### config.mk
export PLATFORM = sky130hd
export DESIGN_NAME = router_input_arbiter
export DESIGN_NICKNAME = d
export VERILOG_FILES = /design/src/rtl/router_pkg.sv /design/src/rtl/router_in_fifo.sv /design/src/rtl/router_input_arbiter.sv
export SDC_FILE = /design/constraint.sdc
export NUM_CORES = 1
export LEC_CHECK = 0
export BUFFER_PORTS_ARGS = -buffer_cell sky130_fd_sc_hd__buf_4
export CORE_MARGIN = 4
export CORE_UTILIZATION = 62
export CTS_CLUSTER_DIAMETER = 80
export DETAILED_ROUTE_END_ITERATION = 12
export MAX_ROUTING_LAYER = met4
export PLACE_DENSITY = 0.86
export REMOVE_ABC_BUFFERS = 1
export SETUP_SLACK_MARGIN = 0.05
export SLEW_MARGIN = 5
export SYNTH_ARGS = -nofsm -noshare
export SYNTH_HDL_FRONTEND = slang
export SYNTH_HIERARCHICAL = 1
export SYNTH_SLANG_ARGS = --single-unit
### constraint.sdc
create_clock -name clk -period 3.4 [get_ports clk]
set_input_delay 0.34 -clock clk [delete_from_list [all_inputs] [get_ports clk]]
set_output_delay 0.34 -clock clk [all_outputs]
set_load 0.05 [all_outputs]
### src/rtl/router_pkg.sv
// Shared types and constants for the router input stage.
package router_pkg;

  localparam int PKT_W   = 34;
  localparam int DEST_W  = 2;
  localparam int NUM_SRC = 3;

  // Destination core id occupies the top DEST_W bits of a packet.
  typedef logic [PKT_W-1:0] pkt_t;

  typedef enum logic [1:0] {
    SRC_EAST  = 2'd0,
    SRC_WEST  = 2'd1,
    SRC_LOCAL = 2'd2
  } src_e;

  // Round-robin successor: EAST -> WEST -> LOCAL -> EAST.
  function automatic src_e next_src(input src_e s);
    case (s)
      SRC_EAST: return SRC_WEST;
      SRC_WEST: return SRC_LOCAL;
      default:  return SRC_EAST;
    endcase
  endfunction

endpackage

### src/rtl/router_in_fifo.sv
// Small registered FIFO buffering one packet source in front of the arbiter.
module router_in_fifo
  import router_pkg::*;
#(
  parameter int  DEPTH = 2,
  parameter type T     = pkt_t
) (
  input  logic clk,
  input  logic rst,
  input  logic push_i,
  input  T     push_data_i,
  input  logic pop_i,
  output logic full_o,
  output logic empty_o,
  output T     head_o
);

  localparam int PTR_W = $clog2(DEPTH);

  logic [PTR_W-1:0] wr_ptr_q, wr_ptr_d;
  logic [PTR_W-1:0] rd_ptr_q, rd_ptr_d;
  logic [PTR_W:0]   count_q, count_d;
  T                 mem_q [DEPTH];

  logic push_en;
  logic pop_en;

  assign full_o  = (count_q == (PTR_W + 1)'(DEPTH));
  assign empty_o = (count_q == '0);
  assign head_o  = mem_q[rd_ptr_q];

  // Guard against overflow/underflow even if a caller ignores full/empty.
  assign push_en = push_i && !full_o;
  assign pop_en  = pop_i && !empty_o;

  // Next-state pointers and occupancy; pointers wrap naturally at DEPTH.
  always_comb begin
    // NOTE: every variable gets a default first so no path leaves it unassigned (no latch).
    wr_ptr_d = wr_ptr_q;
    rd_ptr_d = rd_ptr_q;
    count_d  = count_q;
    if (push_en) wr_ptr_d = wr_ptr_q + 1'b1;
    if (pop_en)  rd_ptr_d = rd_ptr_q + 1'b1;
    case ({push_en, pop_en})
      2'b10:   count_d = count_q + 1'b1;
      2'b01:   count_d = count_q - 1'b1;
      default: count_d = count_q;
    endcase
  end

  // Control state register; reset flushes the FIFO.
  always_ff @(posedge clk) begin
    // NOTE: sequential state uses non-blocking assignments so all registers update together.
    if (rst) begin
      wr_ptr_q <= '0;
      rd_ptr_q <= '0;
      count_q  <= '0;
    end else begin
      wr_ptr_q <= wr_ptr_d;
      rd_ptr_q <= rd_ptr_d;
      count_q  <= count_d;
    end
  end

  // Packet storage write port.
  always_ff @(posedge clk) begin
    // NOTE: storage is not reset; the occupancy count alone decides which entries are valid.
    if (push_en) mem_q[wr_ptr_q] <= push_data_i;
  end

endmodule

### src/rtl/router_input_arbiter.sv
// Three-source input stage: per-source FIFOs, round-robin grant, registered output slot.
module router_input_arbiter
  import router_pkg::*;
#(
  parameter int DEPTH = 2
) (
  input  logic       clk,
  input  logic       rst,
  input  logic       east_valid,
  input  pkt_t       east_pkt,
  output logic       east_ready,
  input  logic       west_valid,
  input  pkt_t       west_pkt,
  output logic       west_ready,
  input  logic       local_valid,
  input  pkt_t       local_pkt,
  output logic       local_ready,
  output logic       out_valid,
  output pkt_t       out_pkt,
  output logic [1:0] out_src,
  input  logic       out_ready,
  output logic       busy
);

  logic [NUM_SRC-1:0] in_valid;
  logic [NUM_SRC-1:0] in_ready;
  logic [NUM_SRC-1:0] fifo_full;
  logic [NUM_SRC-1:0] fifo_empty;
  logic [NUM_SRC-1:0] pop;
  pkt_t               in_pkt   [NUM_SRC];
  pkt_t               fifo_head[NUM_SRC];

  src_e last_grant_q, last_grant_d;
  logic out_valid_q,  out_valid_d;
  pkt_t out_pkt_q,    out_pkt_d;
  src_e out_src_q,    out_src_d;

  src_e grant;
  logic grant_found;
  src_e cand;
  logic slot_free;

  assign in_valid = {local_valid, west_valid, east_valid};
  assign in_pkt[SRC_EAST]  = east_pkt;
  assign in_pkt[SRC_WEST]  = west_pkt;
  assign in_pkt[SRC_LOCAL] = local_pkt;

  // Ready depends only on registered FIFO state and reset, never on valid.
  assign in_ready    = ~fifo_full & {NUM_SRC{~rst}};
  assign east_ready  = in_ready[SRC_EAST];
  assign west_ready  = in_ready[SRC_WEST];
  assign local_ready = in_ready[SRC_LOCAL];

  for (genvar g = 0; g < NUM_SRC; g++) begin : g_fifo
    router_in_fifo #(
      .DEPTH (DEPTH),
      .T     (pkt_t)
    ) u_fifo (
      .clk         (clk),
      .rst         (rst),
      .push_i      (in_valid[g] && in_ready[g]),
      .push_data_i (in_pkt[g]),
      .pop_i       (pop[g]),
      .full_o      (fifo_full[g]),
      .empty_o     (fifo_empty[g]),
      .head_o      (fifo_head[g])
    );
  end

  // Round-robin search starting after the last granted source.
  always_comb begin
    grant       = SRC_EAST;
    grant_found = 1'b0;
    cand        = next_src(last_grant_q);
    for (int i = 0; i < NUM_SRC; i++) begin
      if (!grant_found && !fifo_empty[cand]) begin
        grant       = cand;
        grant_found = 1'b1;
      end
      cand = next_src(cand);
    end
  end

  assign slot_free = !out_valid_q || out_ready;

  // Output slot next state: load the winner when the slot is free, else hold.
  always_comb begin
    out_valid_d  = out_valid_q;
    out_pkt_d    = out_pkt_q;
    out_src_d    = out_src_q;
    last_grant_d = last_grant_q;
    pop          = '0;
    if (slot_free) begin
      out_valid_d = grant_found;
      if (grant_found) begin
        out_pkt_d    = fifo_head[grant];
        out_src_d    = grant;
        last_grant_d = grant;
        pop[grant]   = 1'b1;
      end
    end
  end

  // Output slot and arbitration history registers.
  always_ff @(posedge clk) begin
    if (rst) begin
      out_valid_q  <= 1'b0;
      out_pkt_q    <= '0;
      out_src_q    <= SRC_EAST;
      last_grant_q <= SRC_LOCAL;
    end else begin
      out_valid_q  <= out_valid_d;
      out_pkt_q    <= out_pkt_d;
      out_src_q    <= out_src_d;
      last_grant_q <= last_grant_d;
    end
  end

  assign out_valid = out_valid_q;
  assign out_pkt   = out_pkt_q;
  assign out_src   = out_src_q;
  assign busy      = !(&fifo_empty) || out_valid_q;

endmodule
==> metrics.md, run 1 <==
| Metric | Value |
|---|---|
| Final clock skew | `0.00628 ns` |
| Max Clk Rate | `352 MHz` |
| Slew Viols, Final | `0` |
| Leak pwr | `4.83 nW` |
| Number of port buffers | `148` |
| Final RePlAce weighted congestion | `0.821` |
| Die width | `140 µm` |
| Hold_ws | `0.0145 ns` |
| FILL cells | `957` |
| Synth Cell Area | `0.0108 mm²` |
| Critical Path AT | `3.18 ns` |
| Post-Route WL | `26.4 mm` |
| Vias per cell | `5.95` |
| Synthesized netlist cell count | `740` |
| Adder-Cell Fraction of Synth Area | `0.346%` |
| CTS clk-pin slew, worst paths | `0.06 ns` |
| Worst setup SP type | `flip-flop` |
| Slew margin rel. | `29.6%` |
| Num CTS Buffers | `26` |
| Sink Count | `257` |
| CP max FO | `18` |
| Layout cells sized above 1 | `31.7%` |
| Initial Util | `62.9%` |
| Worst Max-Slew Pin Slew | `1.06 ns` |
| Yosys reg bits | `257` |
| Max_cap viols | `0` |
| Syn avg cell area | `14.7 µm²` |
| Main combinational cell family by area after synthesis | `compound AO/OA/AOI/OAI gates` |
| Crit. End Element | `flip-flop` |
| GRT Total Usage | `27.1%` |
| Nets | `1044` |
| Min cycle time layout | `2.84 ns` |
| Global route overflow | `0` |
| Final setup viols | `0` |
| Worst EP required | `3.74 ns` |
| RSZ-0062 raised after global routing | `no` |
| Clk_lat worst skew | `0.52 ns` |
| Core Util, Final | `78.3%` |
| Number of synthesized flops with an enable pin | `204` |
| Vias in the first global route | `7503` |
| Worst IR Drop VDD | `0.596 mV` |
| Core outline area | `0.0172 mm²` |
| Die height | `140 µm` |
| DRC viols | `0` |
| Ant diodes | `0` |
| Asr flop ratio synth | `0%` |
| Area taken by multi-input logic gates | `0.00330 mm²` |
| # IOs | `149` |
| Area Overhead vs Synth | `24.5%` |
| Via count | `7003` |
| Endpoints failing hold | `0` |
| Core Rows | `48` |
| Area contributors post-synth | `edfxtp_1, dfxtp_1, mux2_2` |
| WS Path Type | `flip-flop to flip-flop` |
| Root Buffer | `clkbuf_16` |
| Yosys warning count | `6` |
| First-pass GRT wire length | `40.6 mm` |
| Mux share of post-synthesis cell area | `10.8%` |
| Xor-xnor portion of the synthesized cell area | `0.727%` |
| Seq. cell area | `0.00719 mm²` |
| Largest net degree at the start of global routing | `42` |
| Initial antenna violation count | `0` |
| Compound-Gate Fraction of Synth Area | `10.8%` |
| Htree depth | `1` |
| Yosys top cell area share | `56.5%` |
| Post-DP HPWL | `15.3 mm` |
| Synth Flop Type | `edfxtp_1` |
| Wire per inst | `22.5 µm` |
| Final ANT Viol Nets | `0` |
| CTS tree | `done` |
| Pre-antenna DRT Iters | `5` |
| CTS Buffer Depth | `3` |
| Outcome | `completed` |
| Leading area contributor after synthesis | `edfxtp_1` |
| DR iter-0 viols | `615` |
| HP Class | `primary input to flip-flop` |
| Synth Area in Simple Gates | `7.45%` |
| Power Dens Cells | `760 mW/mm²` |
| Count of cell types in the netlist | `40` |
| Die footprint | `0.0197 mm²` |
| Period utilisation layout | `83.5%` |
| Register area share after synthesis | `66.3%` |
cells in the mapped netlist (3+ instances only):
master / count
ha_1: 3
xor2_1: 3
xnor2_1: 6
inv_1: 40
a21oi_1: 8
clkbuf_1: 21
nor2_1: 54
nand2_1: 4
and2_1: 3
inv_2: 3
mux2_2: 57
dfxtp_1: 53
or3_1: 6
o21a_1: 37
a2111oi_0: 5
buf_2: 22
buf_6: 3
nor2b_1: 69
o21ai_0: 6
mux2_1: 45
and3_1: 3
nand2b_2: 3
o32ai_1: 34
edfxtp_1: 204
a2111oi_2: 29
power by group:
group | internal, mW | switching (mW)
registers | 3.81 | 0.313
logic | 1.26 | 2.16
clock network | 1.60 | 1.13
cells in the final DEF, fill, tap and decap left out, types with 7 or more instances in the layout:
cell / instances
dfxtp_1: 50
dlygate4sd3_1: 59
edfxtp_1: 204
o32ai_1: 34
clkinv_1: 7
clkbuf_16: 27
o21a_1: 37
buf_4: 154
a2111oi_2: 29
inv_1: 37
a21oi_1: 8
nor2b_1: 68
nor2_1: 52
mux2_1: 45
mux2_2: 57
worst paths after layout:
check,depth (start not counted),slack (ns),from,to
max,6,0.56,g_fifo[2].u_fifo/count_q[0],out_pkt[18]
min,1,0.01,west_pkt[4],g_fifo[1].u_fifo/mem_q[1][4]
max reg2reg,6,0.56,g_fifo[2].u_fifo/count_q[0],out_pkt[18]
min reg2reg,2,0.47,out_pkt[6],out_pkt[6]
kinds of logic (layout without fill, tap and decap cells):
family	Yosys count	in the layout
compound gates	125	125
xor+xnor	9	9
simple gates	151	151
fa+ha+maj	3	3
buf+inv	91	303
flops	257	257
mux	104	104
critical path, stage by stage (launching register included):
cell       delay, ns
dfxtp_1         0.36
nor2_1          0.53
o21ai_1         0.18
a21o_2          0.44
buf_4           0.32
a2111oi_0       0.61
o32ai_1         0.20
through the flow:
step | area (µm²) | power (mW) | setup TNS (ns) | instances | setup slack, ns
after floorplan | 10600 | 6.37 | -20.13 | 692 | -0.680
after global placement | 12100 | 7.34 | 0 | 1071 | 0.864
after detailed placement | 12100 | 7.49 | 0 | 1071 | 0.622
after CTS | 13500 | 10.3 | 0 | 1173 | 0.541
after global routing | 13500 | 10.7 | 0 | 1177 | 0.426
final | 13500 | 10.3 | 0 | 1177 | 0.561
per-layer routing:
layer,part of all wire (%),global-route usage (%)
met5,0,-
met4,2.9,7.60
met3,6.9,4.17
met2,52,47.5
met1,38,32.9
area by class of cell:
cell class / instances / area share, %
clock buffer: 35 / 5.52
clock inverter: 12 / 0.565
inverter: 43 / 1.20
multi-input combinational: 392 / 24.4
sequential: 257 / 53.3
tap: 225 / 2.08
timing repair buffer: 213 / 12.9
state kept, by name (all words and copies together), names as in the netlist, named ones only:
register,flops
g_fifo.u_fifo/mem_q,204
out_pkt,34
g_fifo.u_fifo/count_q,6
g_fifo.u_fifo/rd_ptr_q,3
g_fifo.u_fifo/wr_ptr_q,3
last_grant_q,2
out_src,1
out_valid,1
repair_timing:
item | in CTS | in global routing
endpoints found under the hold margin | 105 | 6
endpoints found under the setup margin | 0 | 0
buffers inserted | 0 | 0
resized for setup | 0 | 0
hold buffers | 55 | 4
Note: power is estimated with default switching activity, not from simulation.
==> inputs of run 2 (changes only) <==
--- a/config.mk
+++ b/config.mk
@@ -5,13 +5,14 @@
 export SDC_FILE = /design/constraint.sdc
 export NUM_CORES = 1
 export LEC_CHECK = 0
+export ABC_AREA = 1
 export BUFFER_PORTS_ARGS = -buffer_cell sky130_fd_sc_hd__buf_4
 export CORE_MARGIN = 4
-export CORE_UTILIZATION = 62
+export CORE_UTILIZATION = 58
 export CTS_CLUSTER_DIAMETER = 80
 export DETAILED_ROUTE_END_ITERATION = 12
 export MAX_ROUTING_LAYER = met4
-export PLACE_DENSITY = 0.86
+export PLACE_DENSITY = 0.81
 export REMOVE_ABC_BUFFERS = 1
 export SETUP_SLACK_MARGIN = 0.05
 export SLEW_MARGIN = 5
==> constraint.sdc (replaced) <==
create_clock -name clk -period 2.9 [get_ports clk]
set_input_delay 0.29 -clock clk [delete_from_list [all_inputs] [get_ports clk]]
set_output_delay 0.29 -clock clk [all_outputs]
set_load 0.05 [all_outputs]
==> run 2 against run 1 <==
  * Sequential power rose by 15%
  * Design area grew 8.7%
  * Synthesized area increased by 6.1%
  * Worst hold slack gained 0.073 ns
  * Register-to-register slack worse by 0.22 ns
  * Critical path type unchanged
  * Final cell count increased by 23%
  * Die area grew 13%
  * Sequential share of layout area shrank 4.3 points
  * First-iteration DRC count down 8.8%
  * Clock skew grew 0.0053 ns
  * Count of clock-buffer cells in the layout is the same
  * Largest power group is now combinational cells
==> metrics.md, run 2 <==
| Metric | Value |
|---|---|
| Die height | `149 µm (+6.1%)` |
| CP max FO | `11 (-7)` |
| Nets | `1275 (+22%)` |
| Worst EP required | `3.35 ns (-0.39 ns)` |
| Synth top cells by count | `edfxtp_1, nand2_1, inv_1` |
| Power Dens Cells | `915 mW/mm² (+20%)` |
| WS Path Type | `flip-flop to flip-flop` |
| Top-count cell post-synth | `edfxtp_1` |
| Number of synthesized flops with an enable pin | `204 (unchanged)` |
| Cts hold-fix bufs | `102 (+85%)` |
| Count of cell types in the netlist | `37 (-7.5%)` |
| CP Buf/Inv Count | `4 (+3)` |
| DP Worst Slack | `0.395 ns (-0.227 ns)` |
| Crit path top cell by count | `nor2_1` |
| Crit. End Element | `flip-flop` |
| Global route overflow | `0 (unchanged)` |
| Hold_ws | `0.0879 ns (+0.0734 ns)` |
| Pre-antenna DRT Iters | `6 (+1)` |
| GRT Total Usage | `25.6% (-1.5 points)` |
| Largest net degree at the start of global routing | `47 (+12%)` |
| Fin cells | `1451 (+23%)` |
| Worst r2r src | `g_fifo[2].u_fifo/count_q[1]` |
| Min cycle time layout | `2.56 ns (-0.279 ns)` |
| Post-Route WL | `27.7 mm (+4.7%)` |
| Sw Share | `37.4% (+2.4 points)` |
| Number of port buffers | `148 (unchanged)` |
| Worst path top cell family by delay | `simple AND/OR/NAND/NOR gates` |
| Yosys warning count | `6 (unchanged)` |
| Wire per inst | `19.1 µm (-15%)` |
| Die width | `149 µm (+6.1%)` |
| Via count | `7674 (+9.6%)` |
| HP Class | `primary input to flip-flop` |
| Setup Fix Bufs, Post-CTS | `0 (unchanged)` |
| Worst setup SP type | `flip-flop` |
| Sink Count | `257 (unchanged)` |
| Final RePlAce weighted congestion | `0.850 (+3.6%)` |
| Clk_lat worst skew | `0.52 ns (about the same)` |
| Most common cell after layout, fill and taps aside | `edfxtp_1` |
| Vias in the first global route | `7954 (+6.0%)` |
| Synth Cell Area | `0.0115 mm² (+6.1%)` |
| Final ANT Viol Nets | `0 (unchanged)` |
| HP Start | `out_ready` |
| Worst setup path start | `g_fifo[2].u_fifo/count_q[1]` |
| Max_cap viols | `0 (unchanged)` |
| Period utilisation layout | `88.3% (+4.8 points)` |
| Root Buffer | `clkbuf_16` |
| First-pass GRT wire length | `42.7 mm (+5.3%)` |
| Hold path depth | `3 (+2)` |
| Crit path setup slack, layout | `0.340 ns (-0.221 ns)` |
| Initial antenna violation count | `2 (+2)` |
| Pwr Total | `13.4 mW (+31%)` |
| Core outline area | `0.0195 mm² (+13%)` |
| Hold endpoint | `out_valid` |
| Max FFs per register | `204 (unchanged)` |
| Die footprint | `0.0222 mm² (+13%)` |
| Slew Viols, Final | `0 (unchanged)` |
| Max Clk Rate | `391 MHz (+11%)` |
| Slew margin rel. | `51.8% (+22 points)` |
| Endpoints failing hold | `0 (unchanged)` |
| Switch Pwr | `5.03 mW (+40%)` |
| Leading area contributor after synthesis | `edfxtp_1` |
| Commonest cells after routing, fill and taps aside | `edfxtp_1, buf_4, nand2_1, inv_1, dlygate4sd3_1` |
| Layout cells sized above 1 | `30.7% (-1.1 points)` |
| Synth Flop Type | `edfxtp_1` |
| Syn avg cell area | `12.6 µm² (-14%)` |
| Area contributors post-synth | `edfxtp_1, mux2_4, dfxtp_1` |
| CP Cell Sequence | `nor2_1, inv_1, nor2_1, nor2_2, nand3_1, nand2_2, nand2_4, nand2_1, inv_1, inv_1, nor2_1, ha_1, inv_1, nand2_1, nor2_1, nor2_1, nor2_1` |
| Gate power share | `39.5% (+6.2 points)` |
| DRC viols | `0 (unchanged)` |
| Critical Path Max Stage Delay | `0.43 ns (-0.18 ns)` |
| Biggest register | `g_fifo.u_fifo/mem_q` |
| Area Overhead vs Synth | `27.5%` |
| Register area share after synthesis | `62.4% (-3.8 points)` |
| Final clock skew | `0.0116 ns (+0.00529 ns)` |
| Final setup viols | `0 (unchanged)` |
| Asr flop ratio synth | `0% (unchanged)` |
| Initial Util | `59.1% (-3.8 points)` |
| Post_cts resized | `0 (unchanged)` |
| Htree depth | `1 (unchanged)` |
| Post-DP HPWL | `16.4 mm (+7.3%)` |
| RSZ-0062 raised after global routing | `no` |
| CTS Buffer Depth | `3 (unchanged)` |
| # IOs | `149 (unchanged)` |
| Dpl cells | `1299 (+21%)` |
| Outcome | `completed` |
| Sequential power share | `35.3% (-4.8 points)` |
| R2R Path End | `g_fifo[1].u_fifo/count_q[1]` |
| Int Pwr | `8.41 mW (+26%)` |
| Leak pwr | `6.14 nW (+27%)` |
| Core Rows | `51 (+6.3%)` |
| Clock share of power | `25.2% (-1.4 points)` |
| Vias per cell | `5.29 (-11%)` |
| Critical Path AT | `3.01 ns (-0.17 ns)` |
| Flop2flop setup slack | `0.34 ns (-0.22 ns)` |
| CTS tree | `done` |
| Worst r2r path cells | `17 (+11)` |
| Num CTS Buffers | `26 (unchanged)` |
| Worst Max-Slew Pin Slew | `0.723 ns (-0.333 ns)` |
| Worst IR Drop VDD | `0.678 mV (+14%)` |
| CTS clk-pin slew, worst paths | `0.06 ns (about the same)` |
| Yosys reg bits | `257 (unchanged)` |
| Synthesized netlist cell count | `910 (+23%)` |
| DR iter-0 viols | `561 (-8.8%)` |
| Yosys top cell area share | `53.2% (-3.3 points)` |
| Slowest cell on crit path | `nor2_1` |
[run 2: cell count changes after synthesis, moves of 34 or more]
cell / delta
nor2b_1: -69
inv_1: +84
mux2_4: +90
o21a_1: -37
mux2_2: -45
nand2_1: +141
o32ai_1: -34
mux2_1: -45
nand3_1: +68
[run 2: per-stage QoR]
stage / TNS (ns) / util (%) / instance area (µm²)
floorplan: -1.26 / - / 11100
global placement: 0 / 65.6 / 12800
detailed placement: 0 / 65.6 / 12800
CTS: 0 / 75.4 / 14700
global route: 0 / 75.4 / 14700
finish: 0 / 75.4 / 14700
[run 2: logic make-up (layout without fill, tap and decap cells)]
logic type      after synthesis  count (layout)  synth area share (%)
fa+ha+maj                     3               3                 0.326
simple gates                355             355                  15.1
other cells                   0               2                     0
mux                         102             102                  12.9
buf+inv                     167             441                  7.66
compound gates               26              26                  1.53
flops                       257             257                  62.4
[run 2: area by class of cell]
type,instances,area (µm²)
antenna,2,5.00
sequential,257,7190
timing repair buffer,266,2330
inverter,127,483
tap,265,332
multi-input combinational,486,3460
clock inverter,13,140
clock buffer,35,736
fill,1182,4780
[run 2: how the worst max path moves through the flow]
stage | to | slack (ns) | cells after the start
final | g_fifo[1].u_fifo/count_q[1] | 0.34 | 17
after global routing | g_fifo[1].u_fifo/count_q[1] | 0.05 | 17
after CTS | g_fifo[1].u_fifo/count_q[1] | 0.37 | 17
after detailed placement | g_fifo[1].u_fifo/count_q[1] | 0.39 | 17
after global placement | out_pkt[0] | 0.49 | 13
after floorplan | g_fifo[2].u_fifo/count_q[1] | -0.34 | 14
[run 2: worst reg2reg max path: cells and delay by family (launching register included)]
| family | cells | cell delay [ns] |
|---|---|---|
| buf+inv | 4 | 0.35 |
| fa+ha+maj | 1 | 0.29 |
| simple gates | 12 | 1.53 |
| flops | 1 | 0.33 |
[run 2: power by group through the flow]
stage	Sequential, mW	Combinational (mW)	Clock, mW
finish	4.74	5.31	3.38
global placement	4.79	5.01	0
detailed placement	4.81	5.15	0
CTS	4.73	5.31	3.42
floorplan	5.40	2.99	0
global route	4.78	5.76	3.58
[run 2: layer usage]
layer	vias up	GRT usage [%]	part of all wire, %
met3	39	3.77	7.1
met4	0	5.45	1.8
met5	-	-	0
met2	310	45.5	52
met1	3747	31.5	39
li1	3578	-	-
